[src/rtl/slink_pkg.sv]
// Shared constants for the serial-link flit layer: default flit width and the
// layout of the per-flit header that travels alongside the flit data.
package slink_pkg;

  localparam int unsigned DefaultFlitWidth = 16;

  // The header is a sideband field next to the data; bit 0 marks the final flit of a payload.
  localparam int unsigned FlitHdrWidth = 1;
  localparam int unsigned FlitLastBit  = 0;

endpackage

[src/rtl/slink_flit_layer.sv]
// Flit layer: splits AXIS payloads into link flits on TX and reassembles
// flits into payloads on RX, flagging framing errors on the receive side.
module slink_flit_layer
  import slink_pkg::*;
#(
  parameter int unsigned PayloadWidth = 64,
  parameter int unsigned FlitWidth    = DefaultFlitWidth
) (
  input  logic                    clk_i,
  input  logic                    rst_ni,
  input  logic                    axis_in_valid_i,
  output logic                    axis_in_ready_o,
  input  logic [PayloadWidth-1:0] axis_in_data_i,
  output logic                    flit_out_valid_o,
  input  logic                    flit_out_ready_i,
  output logic [FlitWidth-1:0]    flit_out_data_o,
  output logic                    flit_out_last_o,
  input  logic                    flit_in_valid_i,
  output logic                    flit_in_ready_o,
  input  logic [FlitWidth-1:0]    flit_in_data_i,
  input  logic                    flit_in_last_i,
  output logic                    axis_out_valid_o,
  input  logic                    axis_out_ready_i,
  output logic [PayloadWidth-1:0] axis_out_data_o,
  output logic                    rx_err_o
);

  localparam int unsigned NumFlits = (PayloadWidth + FlitWidth - 1) / FlitWidth;
  localparam int unsigned BufWidth = NumFlits * FlitWidth;
  localparam int unsigned IdxWidth = (NumFlits > 1) ? $clog2(NumFlits) : 1;
  localparam logic [IdxWidth-1:0] LastIdx = IdxWidth'(NumFlits - 1);

  typedef enum logic {TxIdle, TxSend} tx_state_e;
  typedef enum logic [1:0] {RxCollect, RxFull, RxDrop} rx_state_e;

  tx_state_e            tx_state, tx_state_next;
  logic [IdxWidth-1:0]  tx_idx, tx_idx_next;
  logic [FlitWidth-1:0] tx_slots [NumFlits];
  logic [BufWidth-1:0]  tx_pad;
  logic                 tx_at_last, in_fire, flit_out_fire;
  logic [FlitHdrWidth-1:0] tx_hdr;

  always_comb begin
    tx_pad = '0;
    tx_pad[PayloadWidth-1:0] = axis_in_data_i;
  end

  assign tx_at_last       = (tx_idx == LastIdx);
  assign flit_out_valid_o = (tx_state == TxSend);
  assign flit_out_fire    = flit_out_valid_o && flit_out_ready_i;
  assign axis_in_ready_o  = (tx_state == TxIdle) || (flit_out_fire && tx_at_last);
  assign in_fire          = axis_in_valid_i && axis_in_ready_o;
  assign flit_out_data_o  = tx_slots[tx_idx];

  always_comb begin
    tx_hdr = '0;
    tx_hdr[FlitLastBit] = flit_out_valid_o && tx_at_last;
  end
  assign flit_out_last_o = tx_hdr[FlitLastBit];

  always_comb begin
    tx_state_next = tx_state;
    tx_idx_next   = tx_idx;
    case (tx_state)
      TxIdle: begin
        if (in_fire) begin
          tx_state_next = TxSend;
          tx_idx_next   = '0;
        end
      end
      TxSend: begin
        if (flit_out_fire) begin
          if (!tx_at_last) begin
            tx_idx_next = tx_idx + 1'b1;
          end else begin
            // A new payload accepted on the last flit keeps the link busy with no bubble.
            tx_state_next = in_fire ? TxSend : TxIdle;
            tx_idx_next   = '0;
          end
        end
      end
      default: tx_state_next = TxIdle;
    endcase
  end

  always_ff @(posedge clk_i or negedge rst_ni) begin
    if (!rst_ni) begin
      tx_state <= TxIdle;
      tx_idx   <= '0;
    end else begin
      tx_state <= tx_state_next;
      tx_idx   <= tx_idx_next;
    end
  end

  always_ff @(posedge clk_i) begin
    if (in_fire) begin
      for (int i = 0; i < NumFlits; i++) begin
        tx_slots[i] <= tx_pad[i*FlitWidth +: FlitWidth];
      end
    end
  end

  rx_state_e            rx_state, rx_state_next;
  logic [IdxWidth-1:0]  rx_idx, rx_idx_next, rx_slot;
  logic [FlitWidth-1:0] rx_slots [NumFlits];
  logic [BufWidth-1:0]  rx_flat;
  logic [FlitHdrWidth-1:0] rx_hdr;
  logic                 rx_last, rx_accept, rx_err_next;

  assign rx_hdr  = FlitHdrWidth'(flit_in_last_i);
  assign rx_last = rx_hdr[FlitLastBit];

  always_comb begin
    rx_state_next    = rx_state;
    rx_idx_next      = rx_idx;
    rx_err_next      = 1'b0;
    rx_accept        = 1'b0;
    rx_slot          = rx_idx;
    flit_in_ready_o  = 1'b1;
    axis_out_valid_o = 1'b0;
    case (rx_state)
      RxCollect: rx_accept = flit_in_valid_i;
      RxFull: begin
        axis_out_valid_o = 1'b1;
        flit_in_ready_o  = axis_out_ready_i;
        if (axis_out_ready_i) begin
          rx_state_next = RxCollect;
          rx_idx_next   = '0;
          rx_slot       = '0;
          rx_accept     = flit_in_valid_i;
        end
      end
      RxDrop: begin
        if (flit_in_valid_i && rx_last) begin
          rx_state_next = RxCollect;
        end
      end
      default: rx_state_next = RxCollect;
    endcase

    // Framing is judged against the slot the flit lands in, also for a flit taken during output.
    if (rx_accept) begin
      rx_idx_next = '0;
      if (rx_slot == LastIdx) begin
        rx_state_next = rx_last ? RxFull : RxDrop;
        rx_err_next   = !rx_last;
      end else if (rx_last) begin
        rx_state_next = RxCollect;
        rx_err_next   = 1'b1;
      end else begin
        rx_state_next = RxCollect;
        rx_idx_next   = rx_slot + 1'b1;
      end
    end
  end

  always_ff @(posedge clk_i or negedge rst_ni) begin
    if (!rst_ni) begin
      rx_state <= RxCollect;
      rx_idx   <= '0;
      rx_err_o <= 1'b0;
    end else begin
      rx_state <= rx_state_next;
      rx_idx   <= rx_idx_next;
      rx_err_o <= rx_err_next;
    end
  end

  always_ff @(posedge clk_i) begin
    if (rx_accept) begin
      rx_slots[rx_slot] <= flit_in_data_i;
    end
  end

  always_comb begin
    rx_flat = '0;
    for (int i = 0; i < NumFlits; i++) begin
      rx_flat[i*FlitWidth +: FlitWidth] = rx_slots[i];
    end
  end

  // Padding bits above the payload in the top flit are dropped here.
  assign axis_out_data_o = PayloadWidth'(rx_flat);

endmodule

[config.mk]
export PLATFORM = sky130hd
export DESIGN_NAME = slink_flit_layer
export DESIGN_NICKNAME = d
export VERILOG_FILES = /design/src/rtl/slink_pkg.sv /design/src/rtl/slink_flit_layer.sv
export SDC_FILE = /design/constraint.sdc
export NUM_CORES = 1
export LEC_CHECK = 0
export BUFFER_PORTS_ARGS = -buffer_cell sky130_fd_sc_hd__buf_4
export CAP_MARGIN = 20
export CORE_UTILIZATION = 45
export DETAILED_ROUTE_END_ITERATION = 10
export PLACE_DENSITY_LB_ADDON = 0.12
export SYNTH_ARGS = -nofsm -noshare
export SYNTH_HDL_FRONTEND = slang
export SYNTH_SLANG_ARGS = --single-unit
[constraint.sdc]
create_clock -name clk_i -period 5.8 [get_ports clk_i]
set_input_delay 0.58 -clock clk_i [delete_from_list [all_inputs] [get_ports clk_i]]
set_output_delay 0.58 -clock clk_i [all_outputs]
set_load 0.005 [all_outputs]
# ---- Yosys cells after proc, flatten, opt, wreduce, memory -nomap -nowiden
# Memory sizes are Yosys's and may differ from the RTL's.
# Cells that the tools add are included.
# Widths: inputs -> output; s select.
dict set report op_classes {
  div_mod_pow 0
  order_cmp 0
  mul 0
  mux 29
  eq_ne 9
  addsub 2
  shift 0
  reduce_logical 10
  n_bitwise 1
}
# cell count
set ops {}
lappend ops {{$mux 2} 13}
lappend ops {{$mux 1} 12}
lappend ops {{$eq 2x2->1 const B} 3}
lappend ops {{$ne 3x3->1 const B} 2}
lappend ops {{$pmux 2 s3} 1}
lappend ops {{$logic_and 1x1->1} 5}
lappend ops {{$add 2x1->2 const B} 2}
lappend ops {{$ne 2x2->1 const B} 2}
lappend ops {{$pmux 1 s2} 2}
lappend ops {{$pmux 2 s2} 1}
lappend ops {{$reduce_and 3->1} 1}
lappend ops {{$eq 2x1->1 const B} 1}
lappend ops {{$logic_not 2->1} 1}
lappend ops {{$ne 2x1->1 const B} 1}
lappend ops {{$reduce_and 2->1} 1}
lappend ops {{$logic_not 1->1} 1}
lappend ops {{$logic_or 1x1->1} 1}
lappend ops {{$not 1->1} 1}
dict set report totals {
  latch_bits 0
  wordCells 58
  mem_bits_ro 0
  mem_count 2
  mem_bits_rw 128
  regBits 8
}
# name depth width rd rd_ports_with_merged_regs write_ports line
set mem_list {}
lappend mem_list {rx_slots 4 16 4 0 1 slink_flit_layer.sv:106} ;# logic [FlitWidth-1:0] rx_slots [NumFlits];
lappend mem_list {tx_slots 4 16 1 0 4 slink_flit_layer.sv:38} ;# logic [FlitWidth-1:0] tx_slots [NumFlits];

# ---- Depth between registers and ports, before layout
dict set report logic_depth {
  ltp_word 8
  mapped_depth 7
}

# ---- Worst setup path before layout
# OpenSTA, ideal clock, no wires.
dict set report synth_path {
  path_kind {input to register}
  start {input port flit_out_ready_i}
  end {memory tx_slots[0][0] in the netlist's numbering, enable pin}
  path_slack_ns 3.123
  path_stages 3
  n_path_buf 0
  arrival_ns 2.248
  cell_sequence {nand2_1 nand2_1 and2_1}
}
# element line
set synth_rtl {}
lappend synth_rtl {{start, declared} slink_flit_layer.sv:15} ;# input logic flit_out_ready_i,
lappend synth_rtl {{end, declared} slink_flit_layer.sv:38}

# ---- Worst setup path in the final report
dict set report layout_path {
  start {register tx_idx[0]}
  end {output port flit_out_data_o[15]}
}
dict set report layout_via {
  elab_chain_len 1
}
# element line
set layout_rtl {}
lappend layout_rtl {{start, declared} slink_flit_layer.sv:37} ;# logic [IdxWidth-1:0] tx_idx, tx_idx_next;
lappend layout_rtl {{start signal, assigned} slink_flit_layer.sv:92} ;# tx_idx <= tx_idx_next;
lappend layout_rtl {{$mem_v2 4x16} -}
lappend layout_rtl {{end, declared} slink_flit_layer.sv:16} ;# output logic [FlitWidth-1:0] flit_out_data_o,
# Every way passes these cells.

==> run metrics <==
result of the run=finished, final reports clean; number of antenna violations at the first check in global routing=0; Post-DP Area=6210 um^2; Top Ports=173; Total GRT Usage=17.7%; final global-route overflow total=0; register-to-register setup slack=3.30 ns; final worst-path cycle share=a little under half; count of final hold-check violations=0; Met1 Routed Length=3760 um; total number of yosys warnings=0; hold worst-path end=tx_slots[3][3]; number of buffer cells added on primary ports=172; Cell Rows=37; fmax=368 MHz; CTS clock-pin slew for the worst setup and hold paths=0.06 ns; DR DRC count=0; Detailed Route Iter0 Violations=123; core area=10300 um^2; fill cell count=691; sequential share of the synthesized area=84.6%; Clock Tree Buf Depth=2; n_diodes=0; global-route wire length before repair=13800 um; Worst Tran Pin Value=0.826 ns; synthesized area divided by synthesized cell count=23.6 um^2; setup total negative slack=0 ns; arrival time of data at the critical path endpoint=between 2 and 2.5 ns; maximum ir drop on the vdd rail=between 0.15 and 0.2 mV; antenna violation net count after detailed routing=0; most common cell after layout, fill and taps aside=sky130_fd_sc_hd__buf_4; initial core utilization=46.3%; router iterations before antenna repair=4; leakage=about 2.7 nW; vertical extent of the die=~110 um; synth-to-layout area growth=43.1%; Clock Skews=0.0155 ns; Net Count, Synth=293; post-detailed-placement half-perimeter wirelength=6140 um; highest-count cells in the layout ignoring fill and taps=175 x sky130_fd_sc_hd__buf_4, 128 x sky130_fd_sc_hd__edfxtp_1, 16 x sky130_fd_sc_hd__clkbuf_16; post-route non-filler standard cell count=542; sum of met3 wire segment lengths after detailed routing=614 um; source-to-sink clock delay at the later pin of the worst-skew pair=0.52 ns; Critical R2R Launch=tx_idx[1]; vias in the first global route=2599; Critical Path Fanout Max=13; RSZ-0062 raised after global routing=false; hold wc startpoint=axis_in_data_i[51]; met2 WL=4610 um; area of the die=roughly 11000 um^2; Placed Cells incl. Taps=between 500 and 600; post-synthesis cell type with the largest combined area=sky130_fd_sc_hd__edfxtp_1; average wire per standard cell=16.9 um; clock tree from TritonCTS=done; clock root buffer=sky130_fd_sc_hd__clkbuf_8; Yosys cell types=28; Crit. End Element=primary output; Setup Fix Bufs, Post-CTS=0; final max-slew violation count=0; Yosys reg bits=around 140; class of the tightest hold or removal check=input port to flop; weighted congestion reported at the end of routability-driven placement=0.721; startpoint types=flop; Sink Count=roughly 140; crit path kind=flop to primary output; capture instance of the worst register-to-register path=tx_slots[3][13]; fin nets=483; number of max-cap violations=0; post-layout instance area=6840 um^2; # H-tree levels=4; netlist area before placement=4780 um^2; width of the chip=between 100 and 150 um; time the worst path needs with I/O delays and setup=2.72 ns; share of the synthesized area in the top cell type=80.4%; cell depth of the worst hold path=1; Resized Gates After CTS=0; fraction of final layout cells sized beyond drive strength 1=between 50% and 60%; post-synthesis instance total=203; CP Data Required Time=5.22 ns; Slew headroom=44.9%; Power Dens Cells=441 nW/um^2; total wire length after detailed routing=9180 um; number of vias in the routed layout=2644; final setup violation count=0; number of clock buffers inserted by TritonCTS=17; worst r2r path cells=5; largest net degree at the start of global routing=65; routed via count divided by cell count=between 4 and 5; cell types occupying the most area after synthesis=sky130_fd_sc_hd__edfxtp_1 80%, sky130_fd_sc_hd__mux4_1 4.4%, sky130_fd_sc_hd__dfrtp_1 4.2%; Top Layer Used=met4
cell families after synthesis:
| logic type | synth area share, % |
|---|---|
| and+or+nand+nor | 3.27 |
| buffers and inverters | 1.15 |
| xor gates and xnor gates | 0.183 |
| AOI/OAI and AO/OA | 1.62 |
| DFF | 84.6 |
| adders and majority gates | 0.785 |
| muxes | 8.40 |
synth_stat cells:
cell	count
sky130_fd_sc_hd__nor3b_2	1
sky130_fd_sc_hd__xor2_1	1
sky130_fd_sc_hd__buf_6	1
sky130_fd_sc_hd__buf_12	1
sky130_fd_sc_hd__nand2_1	5
sky130_fd_sc_hd__mux4_1	8
sky130_fd_sc_hd__edfxtp_1	128
sky130_fd_sc_hd__a31o_2	1
sky130_fd_sc_hd__nor3_1	2
sky130_fd_sc_hd__buf_2	4
sky130_fd_sc_hd__a211oi_1	1
sky130_fd_sc_hd__dfrtp_1	8
sky130_fd_sc_hd__ha_1	3
sky130_fd_sc_hd__nand2b_4	1
sky130_fd_sc_hd__nor2b_1	2
sky130_fd_sc_hd__mux4_2	8
sky130_fd_sc_hd__inv_1	1
sky130_fd_sc_hd__and3b_1	1
sky130_fd_sc_hd__and2_1	2
sky130_fd_sc_hd__nor2_1	6
sky130_fd_sc_hd__nand2b_1	4
sky130_fd_sc_hd__and3_1	2
sky130_fd_sc_hd__nand3b_1	1
sky130_fd_sc_hd__o31ai_1	3
sky130_fd_sc_hd__a21oi_1	4
sky130_fd_sc_hd__mux2_2	1
sky130_fd_sc_hd__o21ai_0	2
sky130_fd_sc_hd__o311ai_0	1
critical path: stages, from the launching register on:
cell                      delay [ns]
sky130_fd_sc_hd__dfrtp_1        0.66
sky130_fd_sc_hd__buf_16         0.22
sky130_fd_sc_hd__mux4_1         0.58
sky130_fd_sc_hd__buf_4          0.16
area by class of cell:
type,instances,area (um^2),area share (%)
timing repair buffer,177,1350,19.7
multi-input combinational,60,683,9.98
clock buffer,17,414,6.05
clock inverter,15,176,2.58
sequential,136,4040,59.1
inverter,1,3.75,0.0549
tap,136,170,2.49
state kept, by name, indices dropped and copies added, names as in the netlist:
| register | cells |
|---|---|
| rx_slots | 64 |
| rx_idx | 2 |
| rx_state | 2 |
| rx_err_o | 1 |
| tx_slots | 64 |
| flit_out_valid_o | 1 |
| tx_idx | 2 |
through the flow:
step	hold WS (ns)	utilization (%)	total power, mW	setup WS, ns
final	0.231	66.3	3.02	3.08
after global routing	0.206	66.3	3.15	2.95
after CTS	0.210	66.0	3.03	2.74
after detailed placement	0.403	60.2	1.97	3.09
after global placement	0.402	60.2	1.96	3.13
after floorplan	0.284	-	1.65	3.12
metal layers:
| metal | track usage (%) | vias up |
|---|---|---|
| met5 | 0 | - |
| met4 | 8.65 | 0 |
| met3 | 7.17 | 16 |
| met2 | 27.2 | 111 |
| met1 | 21.9 | 1296 |
| li1 | - | 1221 |
how the worst max path moves through the flow:
stage                          start                  end  slack [ns]  depth (start not counted)
floorplan           flit_out_ready_i       tx_slots[0][0]        3.12                          3
global placement           tx_idx[0]       tx_slots[1][8]        3.13                          5
detailed placement         tx_idx[0]      tx_slots[1][11]        3.09                          5
CTS                        tx_idx[0]  flit_out_data_o[15]        2.74                          2
global route               tx_idx[0]  flit_out_data_o[15]        2.95                          3
finish                     tx_idx[0]  flit_out_data_o[15]        3.08                          3
report_power, final:
part / switching (mW) / internal [mW]
sequential: 0.0922 / 1.26
combinational: 0.249 / 0.366
clock: 0.399 / 0.656
total: 0.740 / 2.28
timing repair:
action | CTS | global route
hold buffers | 1 | 0
endpoints found under the setup margin | 0 | 0
endpoints found under the hold margin | 8 | 0
Power figures use the tool's default switching activity.
